[config.mk]
export PLATFORM = sky130hd
export DESIGN_NAME = nco_bank
export DESIGN_NICKNAME = d
export VERILOG_FILES = /design/src/rtl/nco_bank.sv
export SDC_FILE = /design/constraint.sdc
export NUM_CORES = 1
export LEC_CHECK = 0
export BUFFER_PORTS_ARGS = -buffer_cell sky130_fd_sc_hd__buf_2
export CAP_MARGIN = 40
export CORE_MARGIN = 10
export CORE_UTILIZATION = 50
export CTS_CLUSTER_SIZE = 20
export DETAILED_ROUTE_END_ITERATION = 8
export PLACE_DENSITY = 0.66
export SLEW_MARGIN = 20
export SYNTH_ARGS = -nofsm -noshare
export SYNTH_HDL_FRONTEND = slang
export SYNTH_SLANG_ARGS = --single-unit
[constraint.sdc]
create_clock -name clk -period 4.7 [get_ports clk]
set_input_delay 1.41 -clock clk [delete_from_list [all_inputs] [get_ports clk]]
set_output_delay 1.41 -clock clk [all_outputs]
set_load 0.05 [all_outputs]
[src/rtl/nco_bank.sv]
`default_nettype none
// ============================================================================
//  Module   : nco_bank
//  Purpose  : Bank of NUM_CH independent numerically controlled oscillators.
//             Each channel owns a phase accumulator with a runtime-programmable
//             increment, waveform mode and PWM duty. Configuration writes land
//             in per-channel shadow registers and are committed to the active
//             set on the channel's phase wrap, so frequency/duty/mode changes
//             never produce a truncated or glitched period.
//  Revision : 1.0 - initial release
// ----------------------------------------------------------------------------
//  Ports
//    clk         in   clock
//    rst_n       in   synchronous active-low reset
//    enable      in   1 = accumulators advance, 0 = all accumulators hold
//    cfg_valid   in   config write request
//    cfg_ready   out  combinational, ~cfg_busy[cfg_ch] (0 for absent channel)
//    cfg_ch      in   target channel
//    cfg_field   in   0 = increment, 1 = duty, 2 = mode, 3 = phase reset
//    cfg_data    in   write data
//    cfg_busy    out  per-channel shadow-pending flag
//    wave_out    out  registered waveform bit per channel
//    wrap_out    out  registered one-cycle pulse on accumulator wrap
//    lfsr_state  out  dither LFSR state (only with NCO_DITHER_EN)
//  Build option
//    NCO_DITHER_EN : when defined, a 16-bit Fibonacci LFSR (taps 16,14,13,11,
//                    seed 16'hACE1) supplies a per-channel carry-in to spread
//                    spurs at low increments. When undefined no LFSR exists.
// ============================================================================
module nco_bank #(
  parameter int NUM_CH     = 4,
  parameter int ACC_WIDTH  = 16,
  parameter int INC_WIDTH  = 16,
  parameter int DUTY_WIDTH = 8
) (
  input  logic                                           clk,
  input  logic                                           rst_n,
  input  logic                                           enable,
  input  logic                                           cfg_valid,
  output logic                                           cfg_ready,
  input  logic [((NUM_CH > 1) ? $clog2(NUM_CH) : 1)-1:0] cfg_ch,
  input  logic [1:0]                                     cfg_field,
  input  logic [INC_WIDTH-1:0]                           cfg_data,
  output logic [NUM_CH-1:0]                              cfg_busy,
  output logic [NUM_CH-1:0]                              wave_out,
  output logic [NUM_CH-1:0]                              wrap_out
`ifdef NCO_DITHER_EN
  ,
  output logic [15:0]                                    lfsr_state
`endif
);

  localparam int SUM_W = ACC_WIDTH + 1;

  localparam logic [1:0] C_FIELD_INC   = 2'd0;
  localparam logic [1:0] C_FIELD_DUTY  = 2'd1;
  localparam logic [1:0] C_FIELD_MODE  = 2'd2;
  localparam logic [1:0] C_FIELD_PHASE = 2'd3;

  localparam logic [1:0] C_MODE_SQUARE = 2'd0;
  localparam logic [1:0] C_MODE_PWM    = 2'd1;
  localparam logic [1:0] C_MODE_PULSE  = 2'd2;
  localparam logic [1:0] C_MODE_MUTE   = 2'd3;

  // --------------------------------------------------------------------------
  // Config handshake. A channel index beyond NUM_CH matches no channel, so
  // cfg_ready stays low and the write is dropped.
  // --------------------------------------------------------------------------
  always_comb begin
    cfg_ready = 1'b0;
    for (int i = 0; i < NUM_CH; i++) begin
      if (int'(cfg_ch) == i) begin
        cfg_ready = ~cfg_busy[i];
      end
    end
  end

  // --------------------------------------------------------------------------
  // Optional dither source
  // --------------------------------------------------------------------------
`ifdef NCO_DITHER_EN
  logic [15:0] lfsr_q;
  logic [15:0] lfsr_d;

  // Right-shifting Fibonacci form: taps 16,14,13,11 map to bits 0,2,3,5.
  always_comb begin
    lfsr_d = lfsr_q;
    if (enable) begin
      lfsr_d = {lfsr_q[0] ^ lfsr_q[2] ^ lfsr_q[3] ^ lfsr_q[5], lfsr_q[15:1]};
    end
  end

  always_ff @(posedge clk) begin
    if (!rst_n) begin
      lfsr_q <= 16'hACE1;
    end else begin
      lfsr_q <= lfsr_d;
    end
  end

  assign lfsr_state = lfsr_q;
`endif

  // --------------------------------------------------------------------------
  // Per-channel oscillator
  // --------------------------------------------------------------------------
  for (genvar g = 0; g < NUM_CH; g++) begin : g_ch
    // active configuration
    logic [ACC_WIDTH-1:0]  acc_q,     acc_d;
    logic [INC_WIDTH-1:0]  inc_q,     inc_d;
    logic [DUTY_WIDTH-1:0] duty_q,    duty_d;
    logic [1:0]            mode_q,    mode_d;
    // shadow configuration
    logic [INC_WIDTH-1:0]  sh_inc_q,  sh_inc_d;
    logic [DUTY_WIDTH-1:0] sh_duty_q, sh_duty_d;
    logic [1:0]            sh_mode_q, sh_mode_d;
    // status / outputs
    logic                  busy_q,    busy_d;
    logic                  wave_q,    wave_d;
    logic                  wrap_q,    wrap_d;

    logic                  w_hit;
    logic                  w_wr_shadow;
    logic                  w_phase_rst;
    logic                  w_cin;
    logic [SUM_W-1:0]      w_sum;
    logic                  w_wrap;
    logic                  w_commit;
    logic                  w_wave_new;

    assign w_hit = cfg_valid && cfg_ready && (int'(cfg_ch) == g);

`ifdef NCO_DITHER_EN
    assign w_cin = lfsr_q[g];
`else
    assign w_cin = 1'b0;
`endif

    always_comb begin
      w_wr_shadow = w_hit && (cfg_field != C_FIELD_PHASE);
      w_phase_rst = w_hit && (cfg_field == C_FIELD_PHASE);

      w_sum  = {1'b0, acc_q} + SUM_W'(inc_q) + SUM_W'(w_cin);
      // A phase reset overrides the add, so its carry must not be reported.
      w_wrap = enable && w_sum[ACC_WIDTH] && !w_phase_rst;

      // Commit needs a pending shadow from an earlier edge (busy_q). With a
      // zero increment or a halted bank the wrap would never come, so commit
      // on the first opportunity instead.
      w_commit = busy_q && (w_wrap || (inc_q == '0) || !enable);

      // accumulator
      acc_d = acc_q;
      if (w_phase_rst) begin
        acc_d = '0;
      end else if (enable) begin
        acc_d = w_sum[ACC_WIDTH-1:0];
      end

      // shadows, each loaded only by its own field
      sh_inc_d  = sh_inc_q;
      sh_duty_d = sh_duty_q;
      sh_mode_d = sh_mode_q;
      if (w_wr_shadow) begin
        case (cfg_field)
          C_FIELD_INC:  sh_inc_d  = cfg_data;
          C_FIELD_DUTY: sh_duty_d = cfg_data[DUTY_WIDTH-1:0];
          C_FIELD_MODE: sh_mode_d = cfg_data[1:0];
          default:      sh_inc_d  = sh_inc_q;
        endcase
      end

      // A write never coincides with a commit on the same channel because
      // writes are only accepted while busy_q is low.
      busy_d = busy_q;
      if (w_commit) begin
        busy_d = 1'b0;
      end
      if (w_wr_shadow) begin
        busy_d = 1'b1;
      end

      inc_d  = inc_q;
      duty_d = duty_q;
      mode_d = mode_q;
      if (w_commit) begin
        inc_d  = sh_inc_q;
        duty_d = sh_duty_q;
        mode_d = sh_mode_q;
      end

      // waveform from the post-update accumulator, using the mode/duty that
      // were active during this cycle
      case (mode_q)
        C_MODE_SQUARE: w_wave_new = acc_d[ACC_WIDTH-1];
        C_MODE_PWM:    w_wave_new = (acc_d[ACC_WIDTH-1 -: DUTY_WIDTH] < duty_q);
        C_MODE_PULSE:  w_wave_new = w_wrap;
        C_MODE_MUTE:   w_wave_new = 1'b0;
        default:       w_wave_new = 1'b0;
      endcase

      if (enable || w_phase_rst) begin
        wave_d = w_wave_new;
      end else if (mode_q == C_MODE_PULSE) begin
        wave_d = 1'b0;
      end else begin
        wave_d = wave_q;
      end

      wrap_d = w_wrap;
    end

    always_ff @(posedge clk) begin
      if (!rst_n) begin
        acc_q     <= '0;
        inc_q     <= '0;
        duty_q    <= '0;
        mode_q    <= C_MODE_SQUARE;
        sh_inc_q  <= '0;
        sh_duty_q <= '0;
        sh_mode_q <= C_MODE_SQUARE;
        busy_q    <= 1'b0;
        wave_q    <= 1'b0;
        wrap_q    <= 1'b0;
      end else begin
        acc_q     <= acc_d;
        inc_q     <= inc_d;
        duty_q    <= duty_d;
        mode_q    <= mode_d;
        sh_inc_q  <= sh_inc_d;
        sh_duty_q <= sh_duty_d;
        sh_mode_q <= sh_mode_d;
        busy_q    <= busy_d;
        wave_q    <= wave_d;
        wrap_q    <= wrap_d;
      end
    end

    assign cfg_busy[g] = busy_q;
    assign wave_out[g] = wave_q;
    assign wrap_out[g] = wrap_q;
  end

endmodule
`default_nettype wire

==> results of run 1 <==
## worst max path at each step
| stage | slack [ns] | to | cells after the start | start |
|---|---|---|---|---|
| after CTS | 0.64 | g_ch[1].wave_q | 18 | g_ch[1].inc_q[0] |
| after floorplan | 0.35 | g_ch[1].wave_q | 14 | enable |
| final | 0.64 | g_ch[1].wave_q | 18 | g_ch[1].inc_q[0] |
| after global routing | 0.16 | g_ch[1].wave_q | 18 | g_ch[1].inc_q[0] |
| after global placement | 0.52 | g_ch[3].duty_q[1] | 10 | cfg_ch[1] |
| after detailed placement | 0.58 | g_ch[1].wave_q | 12 | cfg_ch[1] |
## worst reg2reg max path, cell delays in order, from the launching register on
cell	delay, ns
dfxtp_1	0.35
ha_1	0.20
inv_1	0.06
fa_1	0.39
nor2b_1	0.20
o31a_1	0.20
o21ai_1	0.15
o21ai_0	0.31
o31a_1	0.22
a31oi_1	0.11
xor2_1	0.19
o22ai_1	0.12
ha_1	0.31
nor2b_1	0.13
o21ai_0	0.11
nor4bb_1	0.34
and4b_1	0.24
nor3_1	0.05
a221oi_1	0.27
## per-layer routing
layer / share of wire, % / track usage (%) / routed length (microns) / vias to the layer above
li1: - / - / - / 5984
met1: 47 / 26.4 / 17000 / 5645
met2: 45 / 32.2 / 16500 / 281
met3: 5.5 / 2.84 / 1990 / 57
met4: 2.7 / 5.68 / 967 / 0
met5: 0 / 0 / 0 / -
## power groups by stage
stage	Clock (W)	Sequential (W)	Combinational, W
2_1_floorplan	0	0.00249	0.000195
4_1_cts	0.00238	0.00244	0.000289
6_report	0.00234	0.00244	0.000292
3_3_place_gp	0	0.00250	0.000282
5_1_grt	0.00247	0.00244	0.000319
3_5_place_dp	0	0.00250	0.000288
## synthesized netlist by cell type, types with 7 or more instances
cell and instances:
a211oi_1 17, a21o_1 20, a21oi_1 150, a31oi_1 8, and2_1 12, and3_1 10
buf_4 14, clkbuf_1 71, dfxtp_1 284, ha_1 92, inv_1 52, mux2i_1 131
nand2_1 283, nand2b_1 12, nand3_1 64, nand4_1 8, nor2_1 176, nor2b_1 18
nor3_1 28, nor4_1 18, o211ai_1 8, o21a_1 12, o21ai_0 63, o21bai_1 9
o22ai_1 7, o31ai_1 13, or3_1 7, xnor2_1 25, xor2_1 14
## metrics by stage
step | hold slack [ns] | cells | utilization [%]
floorplan | 0.435 | 1722 | -
global placement | 0.442 | 2061 | 51.9
detailed placement | 0.446 | 2065 | 52.2
CTS | 0.455 | 2119 | 55.6
global route | 0.468 | 2122 | 55.6
finish | 0.453 | 2122 | 55.6
## cell type report
type                            count  area (sq um)
Timing Repair Buffer               64           462
Clock buffer                       40           840
Inverter                           54           208
Clock inverter                     14           135
Tap cell                          384           480
Fill cell                        2681         12700
Antenna cell                        1          2.50
Multi-Input combinational cell   1281          8070
Sequential cell                   284          5690
## cell families (layout without fill, tap and decap cells)
| family | after synthesis | in the layout | synth area share, % |
|---|---|---|---|
| AO/OA/AOI/OAI | 353 | 353 | 15.2 |
| multiplexers | 133 | 133 | 9.34 |
| buffers and inverters | 157 | 172 | 4.82 |
| other | 0 | 1 | 0 |
| AND/OR/NAND/NOR | 660 | 660 | 20.2 |
| XOR/XNOR | 39 | 39 | 2.37 |
| flip-flops | 284 | 284 | 39.5 |
| adder cells (fa/ha/maj) | 96 | 96 | 8.55 |
## sequential cells by signal, indices dropped and copies added, names as in the netlist
register	flops
g_ch.acc_q	64
g_ch.wrap_q	4
g_ch.busy_q	4
g_ch.sh_duty_q	32
g_ch.wave_q	4
g_ch.mode_q	8
g_ch.sh_mode_q	8
g_ch.duty_q	32
g_ch.sh_inc_q	64
g_ch.inc_q	64
==> impl_results.md, run 1 <==
* # H-tree levels at 1
* Post-route setup slack at 0.644 ns
* Placed cell areas at 14,900 sq um
* Ys flop type: dfxtp_1
* Post-route minimum period at 4.06 ns
* Avg Vias per Cell at 5.64
* Site row count at 62
* First-pass GRT wire length at 58.2 mm
* Pin count of the biggest net entering global routing at 82
* Setup Total Neg Slack at 0 ns
* Max Buffers Root-to-Sink at 3
* CP peak stage delay at 0.39 ns
* DR pass1 iterations at 7
* CP bufs+invs at 1
* Post-CTS Hold Fix Bufs at 0
* RSZ-0062 raised after global routing: false
* Slew Limit Headroom at 42.4%
* Area leader, netlist: dfxtp_1
* Worst EP required at 5.15 ns
* Reg2reg start: g_ch[1].inc_q[0]
* Drt drc at 0
* Drt total wl at 36.4 mm
* Pint at 0.00387 W
* Final setup violation count at 0
* Peak Freq at 247 MHz
* Initial antenna violation count at 1
* Clk network pwr share at 46.1%
* Area grow syn2layout at 10.2%
* Leak at 6.66 nW
* Cells along the critical path: ha_1, inv_1, fa_1, nor2b_1, o31a_1, o21ai_1, o21ai_0, o31a_1, a31oi_1, xor2_1, o22ai_1, ha_1, nor2b_1, o21ai_0, nor4bb_1, and4b_1, nor3_1, a221oi_1
* Least-Margin Pin Slew at 0.862 ns
* Max VDD drop at 0.278 mV
* Reg2reg end: g_ch[1].wave_q
* Number of port buffers at 36
* Crit path DAT at 4.51 ns
* Distinct cells, synth at 79
* GRT Util Overall at 19.7%
* Clk Latency, worst-skew pair at 0.55 ns
* Post-CTS sizing at 0
* Design Power at 0.00508 W
* Worst slack at placement at 0.584 ns
* Fin Clk Skew at 0.0129 ns
* Synth warnings at 0
* CP max FO at 3
* Tcrit/Tclk final at 86.3%
* Hold crit path type: register to register
* Die X at 190 microns
* Synthesized Nets at 1,842
* Global route overflow at 0
* Clock buffer count from CTS at 30
* Detailed Route Iter0 Violations at 840
* Net Sw Frac at 23.6%
* Flop2flop setup slack at 0.64 ns
* Hold path depth at 2
* Avg Inst Size Synth at 8.36 sq um
* Crit-path slowest cell: fa_1
* Commonest cells after routing, fill and taps aside: dfxtp_1, nand2_1, nor2_1
* Gpl congestion at 0.912
* Commonest non-fill, non-tap cell in the layout: dfxtp_1
* Post-CTS setup buffer count at 0
* Reg clk slew, reported paths at 0.06 ns
* Root Driver: clkbuf_16
* Vias in the first global route at 11,300
* Sequential share of power at 48.1%
* Mapped Cells at 1,722
* Core Area at 28,500 sq um
* Hold Startpoint: g_ch[3].sh_inc_q[1]
* DR vias at 12,000
* Layout cells sized above 1 at 7.66%
* Post-route cell area at 15,900 sq um
* Post-DRT Antenna Nets at 0
* Pwr dens at 320 nW/um^2
* Synth Register Bits at 284
* Max-Cap Viols at 0
* Crit start category: register
* Largest cells by area after synthesis: dfxtp_1, mux2i_1, ha_1
* Netlist Area Pre-Place at 14,400 sq um
* WHS Endpoint: g_ch[3].sh_inc_q[1]
* Wire per inst at 17.2 microns
* Final Hold Fails at 0
* Pins Over Slew Limit at 0
* Chip height at 190 microns
* WS Path Type: register to register
* Combinational power share at 5.7%
* Area share of the largest cell type after synthesis at 39.5%
* Post-synth EDFFs at 0
* Top Family by Delay on Critical Path: compound AO/OA/AOI/OAI gates
* Sequential element share of the synthesized area at 39.5%
* Die area at 36,000 sq um
* Nets at 1,835
* Worst Reg-to-Reg Cells at 18
* Switching pwr at 0.00120 W
* Post-DP HPWL at 25.4 mm
* Worst Setup End Kind: register
* Status: completed
* Initial Utilization at 50.5%
* CTS Sinks at 284
* I/O pin cnt at 37
* Asr flop ratio synth at 0%
* CTS tree: built
No activity file was read; power rests on OpenSTA's default activity.
==> run 2, diff against run 1 <==
--- a/constraint.sdc
+++ b/constraint.sdc
@@ -3,2 +3,2 @@
 set_output_delay 1.41 -clock clk [all_outputs]
-set_load 0.05 [all_outputs]
+set_load 0.02 [all_outputs]
==> run 2 against run 1 <==
Compared with the run above:
- total power rose by 2.1%
- final area rose by 0.17%
- setup slack improved by 0.015 ns
- critical endpoint unchanged
- largest cell class unchanged
- largest power group is now clock
==> impl_results.md, run 2 (same netlist as run 1, synthesis figures left out) <==
* Register area at 5690 sq um (unchanged)
* Die X at 190 microns (unchanged)
* Hold path depth at 2 (unchanged)
* Detailed Route Iter0 Violations at 812 (-3.3%)
* Worst EP required at 5.16 ns (about the same)
* Status: completed
* Wire per inst at 17.2 microns (about the same)
* Drt drc at 0 (unchanged)
* Fin Clk Skew at 0.0145 ns (+0.00159 ns)
* Biggest regs: g_ch.acc_q: 64 flops, g_ch.inc_q: 64 flops, g_ch.sh_inc_q: 64 flops
* Post-DRT Antenna Nets at 0 (unchanged)
* Chip height at 190 microns (unchanged)
* GRT Util Overall at 19.8% (+0.16 points)
* Worst path depth at 17 (-1)
* Final setup violation count at 0 (unchanged)
* CP max FO at 4 (+1)
* Peak Freq at 248 MHz (+0.38%)
* Die area at 36,000 sq um (unchanged)
* Hold crit path type: register to register
* Top Family by Delay on Critical Path: compound AO/OA/AOI/OAI gates
* Placed Cells at 2,065 (unchanged)
* Number of port buffers at 36 (unchanged)
* Post-route cell area at 15,900 sq um (+0.17%)
* Commonest cells after routing, fill and taps aside: dfxtp_1, nand2_1, nor2_1
* I/O pin cnt at 37 (unchanged)
* Root Driver: clkbuf_16
* Final Hold Fails at 0 (unchanged)
* Post-CTS sizing at 0 (unchanged)
* Post-route minimum period at 4.04 ns (-0.0154 ns)
* Nets at 1,834 (-0.054%)
* CP peak stage delay at 0.38 ns (about the same)
* Gpl congestion at 0.900 (-1.3%)
* Commonest non-fill, non-tap cell in the layout: dfxtp_1
* Layout cells sized above 1 at 7.77% (+0.12 points)
* Clock buffer count from CTS at 30 (unchanged)
* Post-DP HPWL at 25.3 mm (-0.23%)
* Leak at 6.69 nW (+0.33%)
* Max Buffers Root-to-Sink at 3 (unchanged)
* Initial Utilization at 50.5% (unchanged)
* Multi-input logic area at 8070 sq um (unchanged)
* Fill cells at 2,665 (-0.60%)
* Pwr dens at 326 nW/um^2 (+1.9%)
* CTS Sinks at 284 (unchanged)
* DR vias at 11,900 (-0.48%)
* Clk Latency, worst-skew pair at 0.56 ns (about the same)
* Max-Cap Viols at 0 (unchanged)
* Slew Limit Headroom at 42.1% (-0.31 points)
* # H-tree levels at 1 (unchanged)
* Post-CTS setup buffer count at 0 (unchanged)
* Area grow syn2layout at 10.4%
* Placed cell areas at 14,900 sq um (-0.19%)
* Least-Margin Pin Slew at 0.867 ns (+0.00465 ns)
* Site row count at 62 (unchanged)
* Crit-path slowest cell: dfxtp_1
* WS Path Type: register to register
* Pin count of the biggest net entering global routing at 93 (+13%)
* Setup Total Neg Slack at 0 ns (unchanged)
* DR pass1 iterations at 5 (-2)
* Crit start category: register
* Design Power at 0.00518 W (+2.1%)
* Drt total wl at 36.4 mm (about the same)
* First-pass GRT wire length at 58.6 mm (+0.63%)
* CTS tree: built
* Worst Setup End Kind: register
* Global route overflow at 0 (unchanged)
* Worst Reg-to-Reg Cells at 17 (-1)
* RSZ-0062 raised after global routing: false
* Max VDD drop at 0.280 mV (+0.55%)
* Non-Filler Instances at 2,122 (unchanged)
* Crit path DAT at 4.50 ns (about the same)
* Post-CTS Hold Fix Bufs at 0 (unchanged)
* Reg clk slew, reported paths at 0.06 ns (about the same)
* Tcrit/Tclk final at 86.0% (-0.33 points)
* Core Util, Final at 55.7% (+0.096 points)
* Avg Vias per Cell at 5.61 (-0.48%)
* Vias in the first global route at 11,200 (-0.90%)
* Core Area at 28,500 sq um (unchanged)
* CP bufs+invs at 0 (-1)
* Cells along the critical path: ha_1, a211oi_1, o211ai_1, a31o_2, o211ai_1, a21boi_0, or3_1, a31oi_1, nor2_1, ha_1, a21oi_1, nor2b_1, o21ai_0, nor4bb_1, and4b_1, nor3_1, a221oi_1
* Initial antenna violation count at 1 (unchanged)
* Pins Over Slew Limit at 0 (unchanged)
run 2: cell types whose count changed in the layout (fill, tap and decap cells not counted), sizes merged:
| cell | previous run | this run |
|---|---|---|
| buf | 64 | 63 |
| bufinv | 2 | 3 |
| clkbuf | 40 | 42 |
| clkinv | 10 | 9 |
| clkinvlp | 3 | 2 |
run 2: worst min-delay path: stages, from the launching register on:
cell and delay, ns:
dfxtp_1 0.31, nand2_1 0.05, a21oi_1 0.05
run 2: layout make-up:
cell class,instances,area share [%]
multi-input combinational,1281,50.7
sequential,284,35.7
clock buffer,42,5.58
tap,384,3.02
timing repair buffer,63,2.69
inverter,54,1.31
clock inverter,13,0.936
antenna,1,0.0157
run 2: per-layer routing:
metal / GRT usage (%) / wire length (microns) / vias to the layer above
met3: 2.36 / 2400 / 54
met4: 4.79 / 760 / 0
met1: 27.6 / 17000 / 5598
met5: 0 / 0 / -
li1: - / - / 5978
met2: 32.1 / 16300 / 280
run 2: report_power, final:
part	switching [W]	leakage (nW)	internal, W
Sequential	0.0000145	2.29	0.00243
Combinational	0.000201	3.88	0.0000825
Clock	0.000981	0.511	0.00148
run 2: final timing paths:
path                                            from              endpoint  slack, ns
worst max-delay path                g_ch[1].inc_q[1]        g_ch[1].wave_q       0.66
worst min-delay path            g_ch[1].sh_inc_q[10]  g_ch[1].sh_inc_q[10]       0.45
worst max register to register      g_ch[1].inc_q[1]        g_ch[1].wave_q       0.66
worst min register to register  g_ch[1].sh_inc_q[10]  g_ch[1].sh_inc_q[10]       0.45
run 2: through the flow:
step           hold slack, ns  worst slack, ns
6_report                0.453            0.660
5_1_grt                 0.475            0.296
4_1_cts                 0.454            0.644
3_5_place_dp            0.446            0.617
3_3_place_gp            0.442            0.622
2_1_floorplan           0.435            0.354
==> run 3, diff against run 2 <==
- CELL_PAD_IN_SITES_DETAIL_PLACEMENT: unset -> 0
- CELL_PAD_IN_SITES_GLOBAL_PLACEMENT: unset -> 1
- CORE_UTILIZATION: 50 -> 48
- PLACE_DENSITY: 0.66 -> unset
- PLACE_DENSITY_LB_ADDON: unset -> 0.1
==> run 3 against run 2 <==
Compared with the run above:
- sequential share of layout area decreased by 0.30 points
- critical path type unchanged
- clock skew decreased by 0.0037 ns
- critical path depth up 1
- die area rose by 3.7%
- sequential cell count stayed put
- highest routed layer unchanged
- wire length increased by 4.8%
==> impl_results.md, run 3 (same netlist as run 1, synthesis figures left out) <==
* Slew Limit Headroom at 43.0% (+0.88 points)
* Post-CTS setup buffer count at 0 (unchanged)
* Wire per inst at 17.9 microns (+4.3%)
* Pins Over Slew Limit at 0 (unchanged)
* Crit-path slowest cell: nor4bb_1
* Worst Reg-to-Reg Cells at 18 (+1)
* Hold crit path type: register to register
* Post-DRT Antenna Nets at 0 (unchanged)
* Final Hold Fails at 0 (unchanged)
* Pwr dens at 342 nW/um^2 (+4.9%)
* Pin count of the biggest net entering global routing at 73 (-22%)
* Layout cells sized above 1 at 8.21% (+0.44 points)
* Nets at 1,839 (+0.27%)
* Hold_ws at 0.454 ns (+0.000523 ns)
* Reg2reg end: g_ch[1].wave_q
* GRT Util Overall at 19.7% (-0.15 points)
* Core Area at 29,600 sq um (+3.8%)
* Detailed Route Iter0 Violations at 611 (-25%)
* Top Family by Delay on Critical Path: compound AO/OA/AOI/OAI gates
* Post-CTS Hold Fix Bufs at 0 (unchanged)
* Post-DP HPWL at 26.3 mm (+3.9%)
* Commonest cells after routing, fill and taps aside: dfxtp_1, nand2_1, nor2_1
* DR pass1 iterations at 5 (unchanged)
* WS Path Type: register to register
* Least-Margin Pin Slew at 0.855 ns (-0.0114 ns)
* Setup Total Neg Slack at 0 ns (unchanged)
* Die X at 193 microns (+1.8%)
* Final setup violation count at 0 (unchanged)
* Drt total wl at 38.2 mm (+4.8%)
* Tcrit/Tclk final at 90.9% (+4.9 points)
* Leak at 6.75 nW (+1.0%)
* Gpl congestion at 0.851 (-5.4%)
* Worst EP required at 5.10 ns (-0.06 ns)
* RSZ-0062 raised after global routing: false
* Die area at 37,300 sq um (+3.7%)
* Site row count at 63 (+1.6%)
* Drt drc at 0 (unchanged)
* Peak Freq at 234 MHz (-5.4%)
* Fin Clk Skew at 0.0107 ns (-0.00374 ns)
* Status: completed
* Commonest non-fill, non-tap cell in the layout: dfxtp_1
* Flop2flop setup slack at 0.43 ns (-0.23 ns)
* Post-route minimum period at 4.27 ns (+0.231 ns)
* Initial antenna violation count at 3 (+2)
* Post-CTS sizing at 0 (unchanged)
* CTS Sinks at 284 (unchanged)
* Max Buffers Root-to-Sink at 3 (unchanged)
* Root Driver: clkbuf_16
* WHS Endpoint: g_ch[2].sh_inc_q[0]
* Crit path DAT at 4.67 ns (+0.17 ns)
* Worst Setup End Kind: register
* CP peak stage delay at 0.45 ns (+0.07 ns)
* Max-Cap Viols at 0 (unchanged)
* Reg2reg start: g_ch[1].inc_q[0]
* Global route overflow at 0 (unchanged)
* Reg clk slew, reported paths at 0.06 ns (about the same)
* # H-tree levels at 2 (+1)
* Crit start category: register
* Chip height at 193 microns (+1.8%)
* Vias in the first global route at 11,300 (+1.6%)
* DR vias at 11,700 (-1.5%)
* Clock buffer count from CTS at 34 (+13%)
* Hold path depth at 2 (unchanged)
* Initial Utilization at 48.6% (-1.9 points)
* I/O pin cnt at 37 (unchanged)
* Cells along the critical path: ha_1, inv_1, fa_1, nor2b_1, o31a_1, o21ai_1, o21ai_0, o31a_1, a31oi_1, xor2_1, o22ai_1, ha_1, nor2b_1, o21ai_0, nor4bb_1, and4b_1, nor3_1, a221oi_1
* Clk Latency, worst-skew pair at 0.51 ns (-0.05 ns)
* Biggest regs: g_ch.acc_q: 64 flops, g_ch.inc_q: 64 flops, g_ch.sh_inc_q: 64 flops
* CP bufs+invs at 1 (+1)
* First-pass GRT wire length at 61.5 mm (+4.9%)
* Number of port buffers at 36 (unchanged)
* Max VDD drop at 0.355 mV (+27%)
* CP max FO at 3 (-1)
* Hold Startpoint: g_ch[2].sh_inc_q[0]
* Area grow syn2layout at 11.4%
* CTS tree: built
* Avg Vias per Cell at 5.50 (-2.0%)
run 3: cell count changes in the layout (fill, tap and decap cells not counted), sizes merged:
| cell | delta |
|---|---|
| buf | +1 |
| clkinv | -1 |
| diode | +1 |
| clkbuf | +2 |
| inv | +2 |
run 3: worst min-delay path: cells and delay by family (launching register included):
kind,cells,cell delay [ns]
AND/OR/NAND/NOR,1,0.05
flip-flops,1,0.31
AO/OA/AOI/OAI,1,0.05
run 3: metrics by stage:
stage / total power [W] / utilization (%) / worst slack [ns] / cells / instance area, sq um
global route: 0.00565 / 54.1 / 0.119 / 2132 / 16000
finish: 0.00548 / 54.1 / 0.429 / 2133 / 16000
floorplan: 0.00268 / - / 0.354 / 1722 / 14400
CTS: 0.00553 / 54.1 / 0.454 / 2130 / 16000
global placement: 0.00278 / 50.1 / 0.595 / 2072 / 14800
detailed placement: 0.00278 / 50.1 / 0.501 / 2072 / 14800
run 3: layer usage:
metal  global-route usage, %  part of all wire (%)  wire [microns]
met1                    26.7                    49           18700
met2                    31.5                    44           16900
met3                    3.20                   4.1            1580
met4                    5.69                   2.6             984
met5                       0                     0               0
run 3: worst max-delay path by stage:
stage / startpoint / endpoint / cells past startpoint
after floorplan: enable / g_ch[1].wave_q / 14
after global routing: g_ch[1].inc_q[0] / g_ch[1].wave_q / 18
after global placement: cfg_ch[1] / g_ch[1].wave_q / 13
after detailed placement: g_ch[1].inc_q[0] / g_ch[1].wave_q / 18
final: g_ch[1].inc_q[0] / g_ch[1].wave_q / 18
after CTS: g_ch[1].inc_q[0] / g_ch[1].wave_q / 18
run 3: cell type report:
class | instances | area [sq um]
fillers | 2902 | 13600
diodes | 2 | 5.00
clock inverters | 14 | 158
clock buffers | 44 | 1020
inverters | 54 | 208
flip-flops and latches | 284 | 5690
repair buffers | 64 | 408
well taps | 390 | 488
multi-input cells | 1281 | 8070
run 3: power breakdown:
part | leakage (nW) | switching [W] | total (W) | internal, W
combinational | 3.88 | 0.000203 | 0.000285 | 0.0000822
clock | 0.585 | 0.00105 | 0.00275 | 0.00170
sequential | 2.29 | 0.0000145 | 0.00244 | 0.00243
